[src/rtl/fifo_read_ctrl_if.sv]
// Read-side memory and consumer stream bundle for fifo_read_ctrl.
// master = controller side, slave = memory/consumer side.
interface fifo_read_ctrl_if #(
  parameter int DATA_WIDTH = 4,
  parameter int ADDR_WIDTH = 4
);
  logic [ADDR_WIDTH-1:0] raddr;
  logic                  ren;
  logic [DATA_WIDTH-1:0] rdata;
  logic [DATA_WIDTH-1:0] dout;
  logic                  dout_valid;
  logic                  dout_ready;

  modport master (
    output raddr, ren, dout, dout_valid,
    input  rdata, dout_ready
  );

  modport slave (
    input  raddr, ren, dout, dout_valid,
    output rdata, dout_ready
  );
endinterface

[src/rtl/fifo_read_ctrl.sv]
// Read-domain controller for the dual-clock FIFO: wptr sync, read pointer, empty, 2-entry output buffer.
// Optional registered occupancy output rlevel when FIFO_RD_LEVEL_EN is defined.
module fifo_read_ctrl #(
  parameter int DATA_WIDTH  = 4,
  parameter int ADDR_WIDTH  = 4,
  parameter int SYNC_STAGES = 2
) (
  input  logic                rclk,
  input  logic                rrst,
  input  logic [ADDR_WIDTH:0] wptr_gray,
  output logic [ADDR_WIDTH:0] rptr_gray,
  output logic                empty,
`ifdef FIFO_RD_LEVEL_EN
  output logic [ADDR_WIDTH:0] rlevel,
`endif
  fifo_read_ctrl_if.master    rd
);
  localparam int PW = ADDR_WIDTH + 1;

  logic [PW-1:0]         sync_q [SYNC_STAGES];
  logic [PW-1:0]         wq;
  logic [PW-1:0]         rptr_bin;
  logic [PW-1:0]         rptr_bin_next;
  logic [PW-1:0]         rptr_gray_next;
  logic                  inflight;
  logic [1:0]            occ;
  logic [DATA_WIDTH-1:0] buf_q [2];
  logic                  head;
  logic                  tail;
  logic                  pop;
  logic                  bypass;
  logic                  push;
  logic                  drop;
  logic                  issue;

  assign wq = sync_q[SYNC_STAGES-1];

  always_ff @(posedge rclk) begin
    if (rrst) begin
      for (int i = 0; i < SYNC_STAGES; i++) sync_q[i] <= '0;
    end else begin
      sync_q[0] <= wptr_gray;
      for (int i = 1; i < SYNC_STAGES; i++) sync_q[i] <= sync_q[i-1];
    end
  end

  // A word still in flight with an empty buffer is forwarded straight from
  // rdata so the consumer sees it one cycle after ren.
  assign rd.dout_valid = (occ != 2'd0) | inflight;
  assign rd.dout       = (occ != 2'd0) ? buf_q[head] :
                         (inflight ? rd.rdata : '0);

  assign pop    = rd.dout_valid & rd.dout_ready;
  assign bypass = pop & (occ == 2'd0);
  assign push   = inflight & ~bypass;
  assign drop   = pop & (occ != 2'd0);

  assign issue = ~empty &
                 (({1'b0, occ} + {2'b00, inflight}) < (3'd2 + {2'b00, pop}));

  assign rd.ren   = issue;
  assign rd.raddr = rptr_bin[ADDR_WIDTH-1:0];

  assign rptr_bin_next  = rptr_bin + {{(PW-1){1'b0}}, issue};
  assign rptr_gray_next = rptr_bin_next ^ (rptr_bin_next >> 1);

  always_ff @(posedge rclk) begin
    if (rrst) begin
      rptr_bin  <= '0;
      rptr_gray <= '0;
      empty     <= 1'b1;
      inflight  <= 1'b0;
      occ       <= 2'd0;
      head      <= 1'b0;
      tail      <= 1'b0;
      buf_q[0]  <= '0;
      buf_q[1]  <= '0;
    end else begin
      rptr_bin  <= rptr_bin_next;
      rptr_gray <= rptr_gray_next;
      empty     <= (rptr_gray_next == wq);
      inflight  <= issue;
      if (push) begin
        buf_q[tail] <= rd.rdata;
        tail        <= ~tail;
      end
      if (drop) head <= ~head;
      occ <= occ + {1'b0, push} - {1'b0, drop};
    end
  end

`ifdef FIFO_RD_LEVEL_EN
  function automatic logic [PW-1:0] gray2bin(input logic [PW-1:0] g);
    logic [PW-1:0] b;
    b[PW-1] = g[PW-1];
    for (int i = PW - 2; i >= 0; i--) b[i] = b[i+1] ^ g[i];
    return b;
  endfunction

  always_ff @(posedge rclk) begin
    if (rrst) rlevel <= '0;
    else      rlevel <= gray2bin(wq) - rptr_bin;
  end
`endif

endmodule

[src/flat_wrapper.sv]
// flat-port wrapper written by rule: the top's interface ports become plain ports
module fifo_read_ctrl_flat 
#(
  parameter int DATA_WIDTH  = 4,
  parameter int ADDR_WIDTH  = 4,
  parameter int SYNC_STAGES = 2
)
  (rclk, rrst, wptr_gray, rptr_gray, empty, rd_raddr, rd_ren, rd_dout, rd_dout_valid, rd_rdata, rd_dout_ready);
  fifo_read_ctrl_if #(.DATA_WIDTH(DATA_WIDTH), .ADDR_WIDTH(ADDR_WIDTH)) rd_i ();
  input  logic rclk;
  input  logic rrst;
  input  logic [ADDR_WIDTH:0] wptr_gray;
  output logic [ADDR_WIDTH:0] rptr_gray;
  output logic empty;
  output wire logic [$bits(rd_i.raddr)-1:0] rd_raddr;
  output wire logic [$bits(rd_i.ren)-1:0] rd_ren;
  output wire logic [$bits(rd_i.dout)-1:0] rd_dout;
  output wire logic [$bits(rd_i.dout_valid)-1:0] rd_dout_valid;
  input wire logic [$bits(rd_i.rdata)-1:0] rd_rdata;
  input wire logic [$bits(rd_i.dout_ready)-1:0] rd_dout_ready;
  assign rd_raddr = rd_i.raddr;
  assign rd_ren = rd_i.ren;
  assign rd_dout = rd_i.dout;
  assign rd_dout_valid = rd_i.dout_valid;
  assign rd_i.rdata = rd_rdata;
  assign rd_i.dout_ready = rd_dout_ready;
  fifo_read_ctrl #(.DATA_WIDTH(DATA_WIDTH), .ADDR_WIDTH(ADDR_WIDTH), .SYNC_STAGES(SYNC_STAGES)) u_core (.rclk(rclk), .rrst(rrst), .wptr_gray(wptr_gray), .rptr_gray(rptr_gray), .empty(empty), .rd(rd_i));
endmodule
[config.mk]
export PLATFORM = sky130hd
export DESIGN_NAME = fifo_read_ctrl_flat
export DESIGN_NICKNAME = d
export VERILOG_FILES = /design/src/rtl/fifo_read_ctrl_if.sv /design/src/rtl/fifo_read_ctrl.sv /design/src/flat_wrapper.sv
export SDC_FILE = /design/constraint.sdc
export NUM_CORES = 1
export LEC_CHECK = 0
export ABC_AREA = 1
export BUFFER_PORTS_ARGS = -buffer_cell sky130_fd_sc_hd__buf_2
export CORE_AREA = 3 3 70 72
export DETAILED_ROUTE_END_ITERATION = 16
export DIE_AREA = 0 0 73 75
export GPL_ROUTABILITY_DRIVEN = 0
export SETUP_SLACK_MARGIN = 0.4
export SYNTH_ARGS = -nofsm -noshare
export SYNTH_HDL_FRONTEND = slang
export SYNTH_SLANG_ARGS = --single-unit
[constraint.sdc]
create_clock -name rclk -period 2.7 [get_ports rclk]
set_input_delay 0.54 -clock rclk [delete_from_list [all_inputs] [get_ports rclk]]
set_output_delay 0.54 -clock rclk [all_outputs]
set_load 0.02 [all_outputs]
==> results_tabular.tex, run 1 <==
\begin{tabular}{lr}
\hline
Metric & Value \\
\hline
\multicolumn{2}{l}{\textbf{Status}} \\
\quad Status & finished, final reports clean \\
\multicolumn{2}{l}{\textbf{Global route}} \\
\quad Via count of the first global-routing pass & 1070 \\
\quad Pin count of the biggest net entering global routing & 23 \\
\quad Overall global routing resource usage & 0.114 \\
\quad Antenna violations before repair & 0 \\
\quad Global-route congestion overflow total & 0 \\
\quad Wire length of the first global-routing pass & 4720 um \\
\multicolumn{2}{l}{\textbf{Setup path}} \\
\quad Internal reg-to-reg setup slack & 490 ps \\
\quad Crit path max fanout & 3 \\
\quad Critical path origin & u\_core.occ[0] \\
\quad Worst setup path endpoint & rd\_ren \\
\quad Reg2reg end & u\_core.empty \\
\quad Critical Setup Path Class & reg -> out \\
\quad Path depth of the worst reg2reg path & 15 \\
\quad Crit start category & register \\
\quad Required time of the critical path & 2160 ps \\
\quad Startpoint of the lowest-slack register-to-register path & u\_core.occ[0] \\
\quad Type of element capturing the critical path & primary output \\
\quad Arrival time at the worst endpoint & 1690 ps \\
\multicolumn{2}{l}{\textbf{Yosys}} \\
\quad Cell variety after synth & 23 \\
\quad Post-synth top flop & sky130\_fd\_sc\_hd\_\_dfxtp\_1 \\
\quad Yosys Warn Count & 0 \\
\quad Flip-flop and latch count after synthesis & 34 \\
\quad Post-synthesis instance area & 0.00150 mm2 \\
\quad Seq/Total Area, Yosys & 0.507 \\
\quad Average cell area after synthesis & 8.03 um2 \\
\quad Syn Inst Count & 187 \\
\quad Total nets after synthesis & 205 \\
\quad Proportion of synthesized flip-flops having asynchronous set or reset & 0 \\
\quad Number of enable-type register cells in the synthesized netlist & 8 \\
\multicolumn{2}{l}{\textbf{Floorplanning}} \\
\quad Total Die Area & 0.00548 mm2 \\
\quad Die width & 73 um \\
\quad Effective utilization at floorplan & 0.345 \\
\quad I/O pin count & 28 \\
\quad Row cnt & 24 \\
\quad CORE AREA & 0.00435 mm2 \\
\quad Die H & 75 um \\
\multicolumn{2}{l}{\textbf{Final layout}} \\
\quad Fraction of final layout cells with drive strength greater than 1 & 0.290 \\
\quad Relative area change from synthesis to final layout & 26.7\% \\
\quad Post-layout instance count excluding filler cells & 273 \\
\quad N\_diodes & 0 \\
\quad Post-layout nets & 238 \\
\multicolumn{2}{l}{\textbf{Route}} \\
\quad Per-cell via count in the routed design & 4.49 \\
\quad DR vias & 1226 \\
\quad Post-DR wirelength/cell & 10.5 um \\
\quad Violation count after the first detailed-routing iteration & 60 \\
\quad Number of nets still failing antenna checks after routing & 0 \\
\quad Number of iterations in the first detailed-routing pass & 4 \\
\quad WL final & 2870 um \\
\quad Number of remaining DRC errors & 0 \\
\multicolumn{2}{l}{\textbf{Clock tree}} \\
\quad Number of CTS-inserted buffers & 5 \\
\quad Cts hold-fix bufs & 0 \\
\quad Clock transition at the registers of the reported paths & 60 ps \\
\quad Clock latency at the later pin of the worst-skew pair & 280 ps \\
\quad Number of H-tree levels & 2 \\
\quad Clock Path Buffers & 2 \\
\quad Clock sinks & 34 \\
\quad TritonCTS clock tree & yes \\
\quad Root buffer selected by CTS & sky130\_fd\_sc\_hd\_\_clkbuf\_8 \\
\multicolumn{2}{l}{\textbf{Placement}} \\
\quad HPWL after DPL & 2210 um \\
\quad Count of buffers from port buffering & 27 \\
\quad Post-placement cell count & 263 \\
\multicolumn{2}{l}{\textbf{Power}} \\
\quad Power per standard cell area & 833 mW/mm2 \\
\quad Worst IR drop on VDD & 0.000323 V \\
\quad P\_leak & 0.903 nW \\
\quad Power, Total & 0.00159 W \\
\multicolumn{2}{l}{\textbf{STA}} \\
\quad Worst clock skew & 4.71 ps \\
\quad Measured slew at the worst slew-check pin & 387 ps \\
\quad Final period demand of the worst path & 2230 ps \\
\quad Setup repair after global routing missed its margin & yes \\
\quad Final hold viol count & 0 \\
\quad Post-Route Setup TNS & 0 ps \\
\quad Period utilization & 0.827 \\
\quad Setup violation total in the final timing report & 0 \\
\quad Fmax achieved & 448 MHz \\
\quad Final Max Tran Viols & 0 \\
\quad Max-slew headroom at the worst pin & 0.742 \\
\multicolumn{2}{l}{\textbf{Flow run}} \\
\quad Count of maximum capacitance violations & 0 \\
\multicolumn{2}{l}{\textbf{Hold path}} \\
\quad Type of the worst min-delay path & reg -> reg \\
\hline
\end{tabular}
==> timing repair <==
action,4_1_cts,5_1_grt
setup buffers,0,2
resized for setup,0,21
endpoints found under the setup margin,1,1
pin swaps,1,14
==> cell usage after synthesis (4+ instances only) <==
cell type	n	area, um2
sky130_fd_sc_hd__a21oi_1	5	25.0
sky130_fd_sc_hd__dfxtp_1	26	521
sky130_fd_sc_hd__edfxtp_1	8	240
sky130_fd_sc_hd__o32ai_1	4	35.0
sky130_fd_sc_hd__ha_1	6	75.1
sky130_fd_sc_hd__nand3_1	16	80.1
sky130_fd_sc_hd__inv_1	33	124
sky130_fd_sc_hd__nor2_1	36	135
sky130_fd_sc_hd__nand2_1	32	120
sky130_fd_sc_hd__nand2_2	5	31.3
sky130_fd_sc_hd__nand4_1	4	25.0
==> layout by cell type (no fill, tap or decap), drive strengths merged <==
cell and instances:
dfxtp 26, ha 6, o32ai 4, nand4 4
inv 33, nor2 38, buf 29, nor4 1
nand2 37, o21a 1, nand3 16, xor2 1
clkinv 1, edfxtp 8, a21oi 6, clkbuf 7
nor3 1, o21ai 2
==> through the flow <==
step	hold WS (ps)	setup WS (ps)	cell area, um2	util
6_report	403	467	1900	0.437
3_5_place_dp	396	358	1720	0.395
3_3_place_gp	390	400	1720	0.395
2_1_floorplan	388	409	1540	-
4_1_cts	405	430	1810	0.416
5_1_grt	409	323	1900	0.437
==> critical path: stages, from the launching register on <==
cell and delay (ps):
sky130_fd_sc_hd__dfxtp_4 360, sky130_fd_sc_hd__ha_4 160, sky130_fd_sc_hd__ha_4 220, sky130_fd_sc_hd__o21a_1 130
sky130_fd_sc_hd__nor3_4 240, sky130_fd_sc_hd__buf_4 140, sky130_fd_sc_hd__buf_2 150
==> registers in the layout, indices dropped and copies added, names as in the netlist, named ones only <==
signal	flops
u_core.occ	2
u_core.head	1
u_core.empty	1
u_core.tail	1
u_core.sync_q	10
u_core.inflight	1
u_core.rptr_bin	5
u_core.rptr_gray	4
u_core.buf_q	8
==> layer usage <==
layer | global-route usage | vias to the layer above | wire, um | part of all wire
met5 | 0 | - | 0 | 0
met4 | 0.0553 | 0 | 72 | 0.025
met3 | 0.0374 | 7 | 142 | 0.050
met2 | 0.194 | 26 | 1400 | 0.49
met1 | 0.130 | 534 | 1260 | 0.44
li1 | - | 659 | - | -
==> cells by family (layout without fill, tap and decap cells) <==
group           after synthesis  count (layout)  share of synthesized area
simple gates                 97              97                      0.280
xor+xnor                      1               1                    0.00583
fa+ha+maj                     6               6                     0.0500
buf+inv                      36              70                     0.0950
compound gates               13              13                     0.0625
flops                        34              34                      0.507
==> area by class of cell <==
| type | count | area (um2) |
|---|---|---|
| Sequential cell | 34 | 767 |
| Clock buffer | 7 | 86.3 |
| Multi-Input combinational cell | 117 | 702 |
| Tap cell | 52 | 65.1 |
| Fill cell | 434 | 2450 |
| Timing Repair Buffer | 29 | 150 |
| Inverter | 33 | 126 |
| Clock inverter | 1 | 5.00 |
==> power breakdown <==
group	switching, W	internal [W]
Clock	0.000174	0.000205
Sequential	0.0000561	0.000591
Combinational	0.000337	0.000221
==> worst min path at each step <==
stage,from,end,slack (ps),depth (start not counted)
after floorplan,u_core.sync_q[0][0],u_core.sync_q[0][5],390,2
after global placement,u_core.sync_q[0][4],u_core.sync_q[0][9],390,2
after detailed placement,u_core.sync_q[0][4],u_core.sync_q[0][9],400,2
after CTS,u_core.sync_q[0][4],u_core.sync_q[0][9],410,2
after global routing,u_core.sync_q[0][1],u_core.sync_q[0][6],410,2
final,u_core.sync_q[0][4],u_core.sync_q[0][9],400,2
(Power assumes the default switching activity.)
==> run 2, diff against run 1 <==
--- a/config.mk
+++ b/config.mk
@@ -5,11 +5,11 @@
 export SDC_FILE = /design/constraint.sdc
 export NUM_CORES = 1
 export LEC_CHECK = 0
-export ABC_AREA = 1
+export ABC_AREA = 0
 export BUFFER_PORTS_ARGS = -buffer_cell sky130_fd_sc_hd__buf_2
-export CORE_AREA = 3 3 70 72
+export CORE_AREA = 3 3 69 71
 export DETAILED_ROUTE_END_ITERATION = 16
-export DIE_AREA = 0 0 73 75
+export DIE_AREA = 0 0 72 74
 export GPL_ROUTABILITY_DRIVEN = 0
 export SETUP_SLACK_MARGIN = 0.4
 export SYNTH_ARGS = -nofsm -noshare
==> constraint.sdc (replaced) <==
create_clock -name rclk -period 2 [get_ports rclk]
set_input_delay 0.4 -clock rclk [delete_from_list [all_inputs] [get_ports rclk]]
set_output_delay 0.4 -clock rclk [all_outputs]
set_load 0.02 [all_outputs]
==> run 2 against run 1 <==
Area after synthesis down 2.6%. Critical path type is now reg -> reg. The flow now finishes with violations (setup timing). Die area down 2.7%. Via count down 9.5%. Clock skew about the same. Global-route usage up 0.88 points. Utilization up 9.4 points. Final area up 20%. Register-to-register slack worse by 780 ps.
==> results_tabular.tex, run 2 <==
\begin{tabular}{lr}
\hline
Metric & Value \\
\hline
\multicolumn{2}{l}{\textbf{Clock tree}} \\
\quad TritonCTS clock tree & yes \\
\quad Clock sinks & 34 \\
\quad Clock latency at the later pin of the worst-skew pair & 290 ps \\
\quad Number of CTS-inserted buffers & 5 \\
\quad Clock Path Buffers & 2 \\
\quad Clock transition at the registers of the reported paths & 80 ps \\
\quad Root buffer selected by CTS & sky130\_fd\_sc\_hd\_\_clkbuf\_8 \\
\quad Number of H-tree levels & 2 \\
\multicolumn{2}{l}{\textbf{Yosys}} \\
\quad Largest cells by area after synthesis & sky130\_fd\_sc\_hd\_\_dfxtp\_1 (36\%), sky130\_fd\_sc\_hd\_\_edfxtp\_1 (16\%), sky130\_fd\_sc\_hd\_\_nor2b\_1 (7.3\%) \\
\quad XOR/XNOR share of the synthesized area & 0.107 \\
\quad Share of the synthesized area in compound gates (AO/OA/AOI/OAI) & 0.0402 \\
\quad Syn Inst Count & 137 \\
\quad Simple-gate share of the synthesized area & 0.218 \\
\quad Average cell area after synthesis & 10.7 um2 \\
\quad Post-synth top area cell & sky130\_fd\_sc\_hd\_\_dfxtp\_1 \\
\quad Combinational family with the most area after synthesis & simple AND/OR/NAND/NOR gates \\
\quad Number of enable-type register cells in the synthesized netlist & 8 \\
\quad Arithmetic-cell share of the synthesized area counting full adders, half adders and majority gates & 0.0513 \\
\quad Proportion of synthesized flip-flops having asynchronous set or reset & 0 \\
\quad Cell with the most instances after synthesis & sky130\_fd\_sc\_hd\_\_dfxtp\_1 \\
\quad Flip-flop and latch count after synthesis & 34 \\
\quad Cell variety after synth & 31 \\
\quad Total nets after synthesis & 155 \\
\quad Post-synth top flop & sky130\_fd\_sc\_hd\_\_dfxtp\_1 \\
\quad Portion of netlist area occupied by mux cells & 0.0342 \\
\quad Seq/Total Area, Yosys & 0.520 \\
\quad Synth top area share & 0.356 \\
\quad Yosys Warn Count & 0 \\
\quad Ranking of synthesized cells by instance count & sky130\_fd\_sc\_hd\_\_dfxtp\_1 (26), sky130\_fd\_sc\_hd\_\_nor2b\_1 (17), sky130\_fd\_sc\_hd\_\_and2\_1 (9), sky130\_fd\_sc\_hd\_\_nor2\_1 (9) \\
\quad Post-synthesis instance area & 0.00146 mm2 \\
\multicolumn{2}{l}{\textbf{Status}} \\
\quad Status & finished, violations left \\
\quad Violations in the final reports & setup timing \\
\multicolumn{2}{l}{\textbf{Setup path}} \\
\quad Critical Setup Path Class & reg -> reg \\
\quad Crit start category & register \\
\quad Crit path max fanout & 3 \\
\quad Type of element capturing the critical path & register \\
\quad Required time of the critical path & 2190 ps \\
\quad Arrival time at the worst endpoint & 2480 ps \\
\multicolumn{2}{l}{\textbf{Global route}} \\
\quad Global-route congestion overflow total & 0 \\
\quad Pin count of the biggest net entering global routing & 22 \\
\quad Wire length of the first global-routing pass & 4930 um \\
\quad Antenna violations before repair & 0 \\
\quad Overall global routing resource usage & 0.123 \\
\quad Via count of the first global-routing pass & 1101 \\
\multicolumn{2}{l}{\textbf{Placement}} \\
\quad Dpl ws & -273 ps \\
\quad HPWL after DPL & 2130 um \\
\quad Post-placement cell count & 222 \\
\quad Count of buffers from port buffering & 27 \\
\multicolumn{2}{l}{\textbf{Floorplanning}} \\
\quad Die H & 74 um \\
\quad Effective utilization at floorplan & 0.341 \\
\quad Die width & 72 um \\
\quad Row cnt & 24 \\
\quad Total Die Area & 0.00533 mm2 \\
\quad CORE AREA & 0.00429 mm2 \\
\quad I/O pin count & 28 \\
\multicolumn{2}{l}{\textbf{STA}} \\
\quad Setup WS post-layout & -288 ps \\
\quad Fmax achieved & 437 MHz \\
\quad Final hold viol count & 0 \\
\quad Max-slew headroom at the worst pin & 0.695 \\
\quad Worst clock skew & 4.95 ps \\
\quad Period utilization & 1.14 \\
\quad Final Max Tran Viols & 0 \\
\quad Setup repair after global routing missed its margin & yes \\
\quad Hold Worst Slack & 314 ps \\
\quad Setup violation total in the final timing report & 6 \\
\quad Final period demand of the worst path & 2290 ps \\
\quad Measured slew at the worst slew-check pin & 457 ps \\
\multicolumn{2}{l}{\textbf{Final layout}} \\
\quad Commonest non-fill, non-tap cell in the layout & sky130\_fd\_sc\_hd\_\_dfxtp\_1 \\
\quad N\_diodes & 0 \\
\quad Post-layout instance count excluding filler cells & 243 \\
\quad Fraction of final layout cells with drive strength greater than 1 & 0.513 \\
\quad Commonest cells after routing, fill and taps aside & sky130\_fd\_sc\_hd\_\_dfxtp\_1 (23), sky130\_fd\_sc\_hd\_\_buf\_2 (21), sky130\_fd\_sc\_hd\_\_nor2b\_1 (16) \\
\quad Core occupancy in the finished layout & 0.531 \\
\quad Post-layout nets & 208 \\
\quad Registers with the most flip-flops & u\_core.sync\_q (10), u\_core.buf\_q (8), u\_core.rptr\_bin (5) \\
\quad Relative area change from synthesis to final layout & 55.9\% \\
\quad Number of fill cells in the layout & 365 \\
\quad Largest register by flop count & u\_core.sync\_q \\
\quad Flip-flop count of the largest register, all copies and words added & 10 \\
\multicolumn{2}{l}{\textbf{Route}} \\
\quad Number of iterations in the first detailed-routing pass & 2 \\
\quad Post-DR wirelength/cell & 13.5 um \\
\quad Violation count after the first detailed-routing iteration & 60 \\
\quad Per-cell via count in the routed design & 4.57 \\
\quad Number of nets still failing antenna checks after routing & 0 \\
\quad Number of remaining DRC errors & 0 \\
\quad DR vias & 1110 \\
\quad WL final & 3280 um \\
\multicolumn{2}{l}{\textbf{Power}} \\
\quad Power per standard cell area & 1440 mW/mm2 \\
\quad Worst IR drop on VDD & 0.000447 V \\
\quad P\_leak & 0.942 nW \\
\multicolumn{2}{l}{\textbf{Hold path}} \\
\quad Type of the worst min-delay path & in -> reg \\
\multicolumn{2}{l}{\textbf{Flow run}} \\
\quad Count of maximum capacitance violations & 0 \\
\hline
\end{tabular}
run 2: changes by cell type after synthesis, sizes merged, moves of 9 or more:
cell   before  now
and2        0    9
inv        33    5
nand2      37    3
nand3      16    7
nor2       38   10
nor2b       0   17
run 2: layout make-up:
cell class | count | area, um2 | area share
Multi-Input combinational cell | 93 | 913 | 0.400
Sequential cell | 34 | 764 | 0.335
Timing Repair Buffer | 51 | 387 | 0.170
Clock buffer | 6 | 93.8 | 0.0411
Tap cell | 52 | 65.1 | 0.0285
Clock inverter | 2 | 38.8 | 0.0170
Inverter | 5 | 18.8 | 0.00823
run 2: what timing repair did:
| action | 4_1_cts | 5_1_grt |
|---|---|---|
| gates resized for setup | 35 | 27 |
| hold buffers | 0 | 0 |
| endpoints found under the setup margin | 33 | 32 |
| buffers inserted | 8 | 4 |
| pin swaps | 10 | 21 |
| cloned | 1 | 0 |
run 2: worst max-delay path, stage by stage, from the launching register on:
cell and delay (ps):
sky130_fd_sc_hd__dfxtp_2 340, sky130_fd_sc_hd__buf_6 120, sky130_fd_sc_hd__or3_4 380, sky130_fd_sc_hd__nand3b_1 140
sky130_fd_sc_hd__a211oi_4 90, sky130_fd_sc_hd__ha_4 190, sky130_fd_sc_hd__ha_4 170, sky130_fd_sc_hd__buf_4 130
sky130_fd_sc_hd__buf_6 110, sky130_fd_sc_hd__inv_1 50, sky130_fd_sc_hd__a21oi_1 60, sky130_fd_sc_hd__a21oi_1 180
sky130_fd_sc_hd__xor2_1 160, sky130_fd_sc_hd__nor2_1 60
run 2: final timing paths:
kind	startpoint	end	slack, ps	cells after the start
min	wptr_gray[3]	u_core.sync_q[0][3]	310	2
max	u_core.occ[0]	u_core.rptr_gray[3]	-290	13
max reg2reg	u_core.occ[0]	u_core.rptr_gray[3]	-290	13
min reg2reg	u_core.sync_q[0][2]	u_core.sync_q[0][7]	440	1
run 2: cell families after synthesis:
group | count (synthesis)
muxes | 5
xor gates and xnor gates | 17
AOI/OAI and AO/OA | 10
buffers and inverters | 10
and+or+nand+nor | 55
adders and majority gates | 6
DFF | 34
run 2: power breakdown:
| part | internal, W | leakage (nW) | switching [W] | total [W] |
|---|---|---|---|---|
| sequential | 0.000825 | 0.298 | 0.000107 | 0.000931 |
| combinational | 0.000904 | 0.578 | 0.000736 | 0.00164 |
| clock | 0.000449 | 0.0665 | 0.000268 | 0.000717 |
run 2: routing by layer:
metal | global-route usage | share of wire
met1 | 0.133 | 0.39
met5 | 0 | 0
met4 | 0.0793 | 0.022
met3 | 0.0324 | 0.033
met2 | 0.215 | 0.55
run 2: per-stage QoR:
| step | total power, W | area, um2 | setup TNS [ps] |
|---|---|---|---|
| floorplan | 0.00159 | 1530 | -593 |
| global placement | 0.00194 | 1790 | -249 |
| detailed placement | 0.00196 | 1790 | -452 |
| CTS | 0.00296 | 2100 | -800 |
| global route | 0.00347 | 2280 | -1690 |
| finish | 0.00329 | 2280 | -1040 |
